<file path="src/rtl/mmu_tlb_pkg.sv">
// Shared definitions for the Sv32 TLB: satp/PTE field positions, entry
// layout and FSM encodings.
package mmu_tlb_pkg;

  localparam int SATP_MODE_BIT = 31;
  localparam int SATP_ASID_MSB = 30;
  localparam int SATP_ASID_LSB = 22;

  localparam int PAGE_OFFSET_W = 12;
  localparam int PAGE_VPN_MSB  = 31;
  localparam int PAGE_VPN_LSB  = 12;
  localparam int PAGE_PPN_MSB  = 29;
  localparam int PAGE_PPN_LSB  = 10;
  localparam int PAGE_G        = 5;

  localparam int VPN_W   = 20;
  localparam int PPN_W   = 20;
  localparam int ASID_W  = 9;
  localparam int FLAGS_W = 8;

  typedef enum logic [1:0] {
    ST_IDLE = 2'd0,
    ST_REQ  = 2'd1,
    ST_WAIT = 2'd2
  } tlb_state_e;

  typedef struct packed {
    logic               valid;
    logic [VPN_W-1:0]   vpn;
    logic [ASID_W-1:0]  asid;
    logic [PPN_W-1:0]   ppn;
    logic [FLAGS_W-1:0] flags;
  } tlb_entry_t;

  // A 34-bit Sv32 PA is truncated to 32 bits, so only PTE[29:10] survive.
  function automatic logic [PPN_W-1:0] pte_ppn(input logic [31:0] pte);
    return pte[PAGE_PPN_MSB:PAGE_PPN_LSB];
  endfunction

endpackage

</file>
<file path="src/rtl/mmu_tlb_cam.sv">
// Fully-associative entry array with parallel tag match, lowest-index hit
// priority and first-invalid search for victim selection.
module mmu_tlb_cam
  import mmu_tlb_pkg::*;
#(
  parameter int ENTRIES = 8,
  localparam int IDX_W  = $clog2(ENTRIES)
) (
  input  logic               clk_i,
  input  logic               rst_i,
  input  logic [VPN_W-1:0]   lookup_vpn,
  input  logic [ASID_W-1:0]  lookup_asid,
  input  logic               flush,
  input  logic               wr_en,
  input  logic [IDX_W-1:0]   wr_idx,
  input  tlb_entry_t         wr_entry,
  output logic               hit,
  output logic [PPN_W-1:0]   hit_ppn,
  output logic [FLAGS_W-1:0] hit_flags,
  output logic               has_invalid,
  output logic [IDX_W-1:0]   inv_idx
);

  tlb_entry_t entry_reg [ENTRIES];
  logic [ENTRIES-1:0] match;
  logic [IDX_W-1:0] hit_idx;

  // Flush has priority over a coincident write so the entry stays invalid.
  always_ff @(posedge clk_i or posedge rst_i) begin
    if (rst_i) begin
      for (int i = 0; i < ENTRIES; i++) entry_reg[i] <= '0;
    end else if (flush) begin
      for (int i = 0; i < ENTRIES; i++) entry_reg[i].valid <= 1'b0;
    end else if (wr_en) begin
      entry_reg[wr_idx] <= wr_entry;
    end
  end

  for (genvar gi = 0; gi < ENTRIES; gi++) begin : g_match
    assign match[gi] = entry_reg[gi].valid &&
                       (entry_reg[gi].vpn == lookup_vpn) &&
                       ((entry_reg[gi].asid == lookup_asid) || entry_reg[gi].flags[PAGE_G]);
  end

  // Scanning downward lets the lowest matching index win.
  always_comb begin
    hit         = 1'b0;
    hit_idx     = '0;
    has_invalid = 1'b0;
    inv_idx     = '0;
    for (int i = ENTRIES - 1; i >= 0; i--) begin
      if (match[i]) begin
        hit     = 1'b1;
        hit_idx = IDX_W'(i);
      end
      if (!entry_reg[i].valid) begin
        has_invalid = 1'b1;
        inv_idx     = IDX_W'(i);
      end
    end
  end

  assign hit_ppn   = entry_reg[hit_idx].ppn;
  assign hit_flags = entry_reg[hit_idx].flags;

endmodule

</file>
<file path="src/rtl/mmu_tlb.sv">
// Sv32 TLB: hit/bare responses in one cycle, misses forwarded to the
// page-table walker and filled on its completion.
module mmu_tlb
  import mmu_tlb_pkg::*;
#(
  parameter int ENTRIES = 8
) (
  input  logic               clk_i,
  input  logic               rst_i,
  input  logic [31:0]        satp_i,
  input  logic               flush_i,
  input  logic               lookup_valid_i,
  input  logic [31:0]        lookup_vaddr_i,
  output logic               lookup_ready_o,
  output logic               resp_valid_o,
  output logic [31:0]        resp_paddr_o,
  output logic [FLAGS_W-1:0] resp_flags_o,
  output logic               resp_fault_o,
  output logic               ptw_req_valid_o,
  output logic [31:0]        ptw_req_addr_o,
  input  logic               ptw_update_i,
  input  logic [31:0]        ptw_vpn_i,
  input  logic [31:0]        ptw_pte_i,
  input  logic               ptw_fault_i
);

  localparam int IDX_W = $clog2(ENTRIES);

  tlb_state_e         state_reg;
  logic [31:0]        va_reg;
  logic               drop_reg;
  logic [IDX_W-1:0]   rr_reg;
  logic               ready_reg;
  logic               resp_valid_reg;
  logic [31:0]        resp_paddr_reg;
  logic [FLAGS_W-1:0] resp_flags_reg;
  logic               resp_fault_reg;
  logic               ptw_req_valid_reg;
  logic [31:0]        ptw_req_addr_reg;

  logic               bare;
  logic [ASID_W-1:0]  cur_asid;
  logic               cam_hit;
  logic [PPN_W-1:0]   cam_ppn;
  logic [FLAGS_W-1:0] cam_flags;
  logic               cam_has_invalid;
  logic [IDX_W-1:0]   cam_inv_idx;
  logic               fill_en;
  logic [IDX_W-1:0]   fill_idx;
  tlb_entry_t         fill_entry;
  logic               unused_bits;

  assign bare     = ~satp_i[SATP_MODE_BIT];
  assign cur_asid = satp_i[SATP_ASID_MSB:SATP_ASID_LSB];

  assign fill_en  = (state_reg == ST_WAIT) && !bare && ptw_update_i &&
                    !ptw_fault_i && !drop_reg && !flush_i;
  assign fill_idx = cam_has_invalid ? cam_inv_idx : rr_reg;

  always_comb begin
    fill_entry       = '0;
    fill_entry.valid = 1'b1;
    fill_entry.vpn   = ptw_vpn_i[VPN_W-1:0];
    fill_entry.asid  = cur_asid;
    fill_entry.ppn   = pte_ppn(ptw_pte_i);
    fill_entry.flags = ptw_pte_i[FLAGS_W-1:0];
  end

  assign unused_bits = ^{satp_i[SATP_ASID_LSB-1:0], ptw_vpn_i[31:VPN_W],
                         ptw_pte_i[31:PAGE_PPN_MSB+1], ptw_pte_i[PAGE_PPN_LSB-1:FLAGS_W]};

  mmu_tlb_cam #(.ENTRIES(ENTRIES)) u_cam (
    .clk_i       (clk_i),
    .rst_i       (rst_i),
    .lookup_vpn  (lookup_vaddr_i[PAGE_VPN_MSB:PAGE_VPN_LSB]),
    .lookup_asid (cur_asid),
    .flush       (flush_i),
    .wr_en       (fill_en),
    .wr_idx      (fill_idx),
    .wr_entry    (fill_entry),
    .hit         (cam_hit),
    .hit_ppn     (cam_ppn),
    .hit_flags   (cam_flags),
    .has_invalid (cam_has_invalid),
    .inv_idx     (cam_inv_idx)
  );

  always_ff @(posedge clk_i or posedge rst_i) begin
    if (rst_i) begin
      state_reg         <= ST_IDLE;
      va_reg            <= '0;
      drop_reg          <= 1'b0;
      rr_reg            <= '0;
      ready_reg         <= 1'b1;
      resp_valid_reg    <= 1'b0;
      resp_paddr_reg    <= '0;
      resp_flags_reg    <= '0;
      resp_fault_reg    <= 1'b0;
      ptw_req_valid_reg <= 1'b0;
      ptw_req_addr_reg  <= '0;
    end else begin
      resp_valid_reg    <= 1'b0;
      ptw_req_valid_reg <= 1'b0;
      case (state_reg)
        ST_IDLE: begin
          if (lookup_valid_i) begin
            if (bare) begin
              resp_valid_reg <= 1'b1;
              resp_paddr_reg <= lookup_vaddr_i;
              resp_flags_reg <= '0;
              resp_fault_reg <= 1'b0;
            end else if (cam_hit) begin
              resp_valid_reg <= 1'b1;
              resp_paddr_reg <= {cam_ppn, lookup_vaddr_i[PAGE_OFFSET_W-1:0]};
              resp_flags_reg <= cam_flags;
              resp_fault_reg <= 1'b0;
            end else begin
              va_reg            <= lookup_vaddr_i;
              ptw_req_addr_reg  <= lookup_vaddr_i;
              ptw_req_valid_reg <= 1'b1;
              drop_reg          <= 1'b0;
              ready_reg         <= 1'b0;
              state_reg         <= ST_REQ;
            end
          end
        end
        ST_REQ, ST_WAIT: begin
          if (flush_i) drop_reg <= 1'b1;
          // Leaving translated mode abandons the walk with a bare answer.
          if (bare) begin
            resp_valid_reg <= 1'b1;
            resp_paddr_reg <= va_reg;
            resp_flags_reg <= '0;
            resp_fault_reg <= 1'b0;
            ready_reg      <= 1'b1;
            state_reg      <= ST_IDLE;
          end else if (state_reg == ST_REQ) begin
            state_reg <= ST_WAIT;
          end else if (ptw_update_i) begin
            resp_valid_reg <= 1'b1;
            resp_fault_reg <= ptw_fault_i;
            resp_paddr_reg <= ptw_fault_i ? 32'h0 :
                              {pte_ppn(ptw_pte_i), va_reg[PAGE_OFFSET_W-1:0]};
            resp_flags_reg <= ptw_fault_i ? '0 : ptw_pte_i[FLAGS_W-1:0];
            ready_reg      <= 1'b1;
            state_reg      <= ST_IDLE;
          end
        end
        default: begin
          ready_reg <= 1'b1;
          state_reg <= ST_IDLE;
        end
      endcase
      if (fill_en && !cam_has_invalid) rr_reg <= rr_reg + 1'b1;
    end
  end

  assign lookup_ready_o  = ready_reg;
  assign resp_valid_o    = resp_valid_reg;
  assign resp_paddr_o    = resp_paddr_reg;
  assign resp_flags_o    = resp_flags_reg;
  assign resp_fault_o    = resp_fault_reg;
  assign ptw_req_valid_o = ptw_req_valid_reg;
  assign ptw_req_addr_o  = ptw_req_addr_reg;

endmodule

</file>
<file path="config.mk">
export PLATFORM = sky130hd
export DESIGN_NAME = mmu_tlb
export DESIGN_NICKNAME = d
export VERILOG_FILES = /design/src/rtl/mmu_tlb_pkg.sv /design/src/rtl/mmu_tlb_cam.sv /design/src/rtl/mmu_tlb.sv
export SDC_FILE = /design/constraint.sdc
export NUM_CORES = 2
export LEC_CHECK = 0
export BUFFER_PORTS_ARGS = -buffer_cell sky130_fd_sc_hd__buf_2
export CAP_MARGIN = 40
export CORE_MARGIN = 2
export CORE_UTILIZATION = 50
export CTS_BUF_LIST = sky130_fd_sc_hd__clkbuf_4
export DETAILED_ROUTE_END_ITERATION = 7
export GPL_ROUTABILITY_DRIVEN = 0
export PLACE_DENSITY = 0.8
export SLEW_MARGIN = 5
export SYNTH_ARGS = -nofsm -noshare
export SYNTH_HDL_FRONTEND = slang
export SYNTH_SLANG_ARGS = --single-unit
</file>
<file path="constraint.sdc">
create_clock -name clk_i -period 17.31 [get_ports clk_i]
set_clock_uncertainty 0.1 [all_clocks]
set_input_delay 1.731 -clock clk_i [delete_from_list [all_inputs] [get_ports clk_i]]
set_output_delay 1.731 -clock clk_i [all_outputs]
set_load 0.05 [all_outputs]
</file>
=== Word-level counts from Yosys, hierarchy flattened ===
Index checks and enable logic that the tools add are counted.

* Bitwise gates (word level): 4
* Equal/unequal tests: 26
* Multiplexer cells: 98
* $lt $le $gt $ge: 3
* Reductions and logical operators: 45
* Add/subtract/negate cells: 1
* Div/mod/pow operators: 0
* Shifts and indexed selects: 0
* $mul: 0

{| class="wikitable"
|+ Operators by type and width
! cell !! number
|-
| $bwmux W464 || 1
|-
| $mux W464 || 1
|-
| $mux W32 || 7
|-
| $bmux W58 S3 || 1
|-
| $demux W58 S3 || 1
|-
| $eq A20 B20 Y1 || 8
|-
| $eq A9 B9 Y1 || 8
|-
| $pmux W32 S2 || 1
|-
| $mux W58 || 1
|-
| $mux W28 || 2
|-
| $mux W8 || 7
|-
| $mux W3 || 17
|-
| $mux W1 || 47
|-
| $logic_and A1 B1 Y1 || 23
|-
| $pmux W8 S2 || 1
|-
| $reduce_and A5 Y1 || 3
|-
| $mux W2 || 6
|-
| $ne A3 B3 Y1 const B || 3
|-
| $ge A4 B4 Y1 const B || 2
|-
| $logic_or A1 B1 Y1 || 8
|-
| $ne A2 B2 Y1 const B || 4
|-
| $not A3 Y4 || 2
|-
| $pmux W1 S2 || 4
|-
| $reduce_and A4 Y1 || 2
|-
| other kinds (12) || 17
|}

* Logic and storage cells: 227
* Bits in latches: 0
* Memory bits (writable): 0
* Bits of input ports: 134
* ROM bits: 0
* Register bits: 546
* Output and inout port bits: 76
* Memories kept: 0

=== Longest topological paths before layout ===
* Depth in word-level cells: 19
* Gate-level depth with buffers: 14
* Gate-level depth less buffers: 10

=== Modules after synthesis ===
A second synthesis with hierarchy kept.

* Cells, all modules: 2004
* Area, all modules: 26875.8 sq um

{| class="wikitable"
|+ Modules (own cells, without submodules)
! module !! sequential area each (sq um) !! cells each !! instances !! area an instance (sq um)
|-
| mmu_tlb_cam || 11611.1 || 1667 || 1 || 22505.3
|-
| mmu_tlb || 2053.2 || 337 || 1 || 4370.4
|}

=== Worst setup path before layout ===
Ideal clock, no wire load.

* Path type: input to register
* Start point: in lookup_vaddr_i[13]
* End point: reg resp_flags_reg[0] (netlist: resp_flags_o[0])
* Path buffers: 2
* Data required time: 17.089 ns
* Stages on the path: 12
* Setup time: 0.121 ns
* Arrival time: 4.371 ns
* Path slack: 12.718 ns
* Path through: buf_2 -> xnor2_1 -> or4b_1 -> nor4_2 -> or3b_4 -> nand2_4 -> nor4_2 -> or3_1 -> clkbuf_2 -> a221oi_1 -> nand3_1 -> a2bb2oi_1

* Cells in the longest elaborated chain, start to end: 19
* Elaborated cells on any way between the ends: 50
* Those cells by class: eq/ne: 9; mux: 23; bitwise: 1; reduce/logical: 17

{| class="wikitable"
|+ RTL lines
! item !! RTL line !! text
|-
| start, declared || mmu_tlb.sv:13 || <nowiki>input logic [31:0] lookup_vaddr_i,</nowiki>
|-
| $eq A20 B20 Y1 || mmu_tlb_cam.sv:41 || <nowiki>(entry_reg[gi].vpn == lookup_vpn) &&</nowiki>
|-
| $logic_and A1 B1 Y1 || mmu_tlb_cam.sv:40 || <nowiki>assign match[gi] = entry_reg[gi].valid &&</nowiki>
|-
| $logic_and A1 B1 Y1 || mmu_tlb_cam.sv:41 ||
|-
| $mux W3 (8 in series) || mmu_tlb_cam.sv:52 || <nowiki>if (match[i]) begin</nowiki>
|-
| $not A3 Y4 (not written as such) || mmu_tlb_cam.sv:64 || <nowiki>assign hit_flags = entry_reg[hit_idx].flags;</nowiki>
|-
| $bmux W58 S3 || mmu_tlb_cam.sv:64 ||
|-
| $mux W28 (2 in series) || -- ||
|-
| $mux W8 || mmu_tlb.sv:112 || <nowiki>end else if (cam_hit) begin</nowiki>
|-
| $mux W8 || mmu_tlb.sv:107 || <nowiki>if (bare) begin</nowiki>
|-
| $mux W8 || mmu_tlb.sv:106 || <nowiki>if (lookup_valid_i) begin</nowiki>
|-
| $pmux W8 S2 || mmu_tlb.sv:104 || <nowiki>case (state_reg)</nowiki>
|-
| end signal, assigned || mmu_tlb.sv:115 || <nowiki>resp_flags_reg <= cam_flags;</nowiki>
|-
| end signal, assigned || mmu_tlb.sv:144 || <nowiki>resp_flags_reg <= ptw_fault_i ? '0 : ptw_pte_i[FLAGS_W-1:0];</nowiki>
|-
| end, declared || mmu_tlb.sv:36 || <nowiki>logic [FLAGS_W-1:0] resp_flags_reg;</nowiki>
|}

Parallel ways exist; a longest one is shown, timed or not. The select of a mux whose other input is x is not followed.
A chain may end at the register's enable or synchronous reset.

=== Worst setup path after layout ===
* Start point: in lookup_vaddr_i[16]
* End point: reg resp_paddr_reg[30] (netlist: resp_paddr_o[30])

* Cells in the longest elaborated chain, start to end: 19
* Elaborated cells on any way between the ends: 50
* Those cells by class: eq/ne: 9; mux: 23; bitwise: 1; reduce/logical: 17

{| class="wikitable"
|+ RTL lines
! item !! RTL line !! text
|-
| $eq A20 B20 Y1 || mmu_tlb_cam.sv:41 ||
|-
| $logic_and A1 B1 Y1 || mmu_tlb_cam.sv:40 ||
|-
| $logic_and A1 B1 Y1 || mmu_tlb_cam.sv:41 ||
|-
| $mux W3 (8 in series) || mmu_tlb_cam.sv:52 ||
|-
| $not A3 Y4 (not written as such) || mmu_tlb_cam.sv:63 || <nowiki>assign hit_ppn = entry_reg[hit_idx].ppn;</nowiki>
|-
| $bmux W58 S3 || mmu_tlb_cam.sv:63 ||
|-
| $mux W28 (not written as such) (2 in series) || mmu_tlb_cam.sv:63 ||
|-
| $mux W32 || mmu_tlb.sv:112 ||
|-
| $mux W32 || mmu_tlb.sv:107 ||
|-
| $mux W32 || mmu_tlb.sv:106 ||
|-
| $pmux W32 S2 || mmu_tlb.sv:104 ||
|-
| end signal, assigned || mmu_tlb.sv:109 || <nowiki>resp_paddr_reg <= lookup_vaddr_i;</nowiki>
|-
| end signal, assigned || mmu_tlb.sv:114 || <nowiki>resp_paddr_reg <= {cam_ppn, lookup_vaddr_i[PAGE_OFFSET_W-1:0]};</nowiki>
|-
| end signal, assigned || mmu_tlb.sv:132 || <nowiki>resp_paddr_reg <= va_reg;</nowiki>
|-
| end, declared || mmu_tlb.sv:35 || <nowiki>logic [31:0] resp_paddr_reg;</nowiki>
|}

Parallel ways exist; a longest one is shown, timed or not. The select of a mux whose other input is x is not followed.

==> results.sh <==
export IMPL_drv_slew=0
export IMPL_fillerInstances=4226
export IMPL_synth_top_area_cell="dfrtp_1"
export IMPL_insertion_delay_ns=0.92
export IMPL_yosys_warnings=0
export IMPL_syn2layout_area_growth_pct=12.49
export IMPL_die_height_um=235.2
export IMPL_grt_first_pass_wirelength_um=118600
export IMPL_layout_cells_non_filler=3373
export IMPL_final_nets=2723
export IMPL_grtUsageTotal_pct=27.38
export IMPL_async_flop_share_pct=100.0
export IMPL_synth_area_per_cell_um2=11.11
export IMPL_vias=20560
export IMPL_yosys_area_top_type_share_pct=51.04
export IMPL_pre_cts_slack_ns=10.55
export IMPL_ios=210
export IMPL_cts_buffer_depth=3
export IMPL_power_leakage_nw=14.72
export IMPL_drt_initial_drc_count=2148
export IMPL_cts_sinks=546
export IMPL_powerDensity_mw_per_mm2=120.4
export IMPL_synth_nets=2546
export IMPL_path_max_fanout=60
export IMPL_dpl_hpwl_um=49610
export IMPL_cts_tree="done"
export IMPL_synth_cells=2406
export IMPL_worst_slew_pin_slew_ns=1.032
export IMPL_core_area_mm2=0.05266
export IMPL_ys_seq_elements=546
export IMPL_place_inst=3127
export IMPL_vdd_drop_max_mv=0.07827
export IMPL_reg2reg_from="u_cam.entry_reg[386]"
export IMPL_num_rows=84
export IMPL_final_cell_mix="dfrtp_1 (545), mux2_2 (376), clkbuf_4 (208)"
export IMPL_fmax_mhz=166.3
export IMPL_crit_required_ns=18.04
export IMPL_synth_ff_type="dfrtp_1"
export IMPL_final_common_cell="dfrtp_1"
export IMPL_reg2reg_slack_ns=12.10
export IMPL_grt_pass1_vias=21260
export IMPL_drive_above_1_share_pct=31.29
export IMPL_reg2reg_depth=11
export IMPL_tns_ns=0
export IMPL_setup_viol=0
export IMPL_critical_path_class="primary input to register"
export IMPL_startpoint_type="primary input"
export IMPL_largest_reg_flops=464
export IMPL_drtAntennaViolNets=0
export IMPL_die_width_um=235.2
export IMPL_r2r_end="resp_paddr_o[30]"
export IMPL_io_buffers=171
export IMPL_die_area_mm2=0.05531
export IMPL_post_cts_repair_setup_buffers=0
export IMPL_hold_ws_ns=0.3828
export IMPL_rsz0062_at_grt="false"
export IMPL_holdPathEnd="rr_reg[2]"
export IMPL_status="finished clean"
export IMPL_relSlewSlack_pct=31.18
export IMPL_hold_start="rr_reg[2]"
export IMPL_cts_resized_gates=0
export IMPL_grt_max_degree=180
export IMPL_endpoint_kind="register"
export IMPL_final_period_utilization_pct=34.73
export IMPL_drcViolationCount=0
export IMPL_synth_cell_type_count=67
export IMPL_synth_seq_area_share_pct=51.14
export IMPL_synth_area_leaders="dfrtp_1 (51%), mux2_2 (16%), xor2_1 (5.4%), o21ai_0 (3.0%), nand2_1 (2.6%)"
export IMPL_grt_overflow_total=0
export IMPL_finalHoldViolCount=0
export IMPL_hold_buffers=0
export IMPL_hold_path_cell_count=1
export IMPL_arrival_ns=6.74
export IMPL_synth_edf_count=0
export IMPL_timing_final_ws_setup_ns=11.30
export IMPL_cts_root_buf="clkbuf_4"
export IMPL_hold_class="register to register"
export IMPL_routed_wl_um=76250
export IMPL_multi_input_area_mm2=0.01213
export IMPL_cts_buffers=141
export IMPL_htree_levels=4
export IMPL_viasPerCell=6.096
export IMPL_drt_first_pass_iters=6
export IMPL_initial_core_util_pct=50.75
export IMPL_synth_area_mm2=0.02672
export IMPL_maxCapViolCount=0
export IMPL_antenna_found_initial=15
export IMPL_regArea_mm2=0.01366
export IMPL_finalCriticalPeriod_ns=6.012
export IMPL_wl_per_cell_um=22.61
export IMPL_clkSlewWorstSetupHoldPaths_ns=0.07
-- cell type report --
| cell class | count | area share (%) |
|---|---|---|
| sequential | 546 | 45.46 |
| tap | 688 | 2.864 |
| inverter | 45 | 0.5869 |
| multi-input combinational | 1634 | 40.36 |
| clock inverter | 24 | 0.8533 |
| timing repair buffer | 215 | 4.570 |
| antenna | 13 | 0.1082 |
| clock buffer | 208 | 5.195 |
-- critical path, stage by stage --
cell	delay (ns)
buf_2	0.40
xor2_1	0.15
or4b_1	0.57
nor4_2	0.66
or3b_4	0.52
o21ai_4	0.07
buf_4	0.63
and2_2	0.76
buf_4	0.59
mux2i_1	0.28
o311ai_1	0.12
o21ai_1	0.15
-- metal layers --
| layer | share of wire [%] | wire [µm] | up-vias | global-route usage [%] |
|---|---|---|---|---|
| met5 | 0.11 | 87 | - | 0 |
| met4 | 4.9 | 3742 | 12 | 15.40 |
| met3 | 9.6 | 7321 | 260 | 7.833 |
| met2 | 48 | 36270 | 1122 | 43.62 |
| met1 | 38 | 28830 | 10250 | 33.49 |
| li1 | - | - | 8919 | - |
-- cell usage after synthesis, drive strengths merged, types with 49 or more instances --
master  count
mux2      376
nor2      140
clkbuf     82
xnor2      70
a211oi     59
o21ai     163
buf        99
dfrtp     545
xor2      164
nand2     190
a21oi     113
nor4       49
nand4      49
-- metrics by stage --
step           instance area [µm²]  total power, mW  utilization, %
6_report                     30060            3.620           57.09
5_1_grt                      30060            3.775           57.08
4_1_cts                      30020            3.632           57.01
3_5_place_dp                 28200            2.477           53.56
3_3_place_gp                 27920            2.437           53.02
2_1_floorplan                26720            2.177               -
-- report_power, final --
group          switching (mW)  internal, mW
Sequential             0.0865          1.40
Combinational           0.700         0.281
Clock                   0.522         0.633
-- cell families after synthesis --
kind of cell	Yosys count	synth area share [%]
AOI/OAI and AO/OA	411	9.313
buffers and inverters	226	3.727
adders and majority gates	6	0.2809
DFF	546	51.14
xor gates and xnor gates	234	7.670
and+or+nand+nor	562	10.34
muxes	421	17.53
-- how the worst max path moves through the flow --
stage | startpoint | to | cells past startpoint
after floorplan | rst_i | drop_reg | 1
after global placement | lookup_vaddr_i[16] | resp_paddr_o[30] | 12
after detailed placement | lookup_vaddr_i[16] | resp_paddr_o[30] | 12
after CTS | lookup_vaddr_i[16] | resp_flags_o[1] | 12
after global routing | lookup_vaddr_i[16] | resp_flags_o[6] | 12
final | lookup_vaddr_i[16] | resp_paddr_o[30] | 12
(Power assumes the default switching activity.)
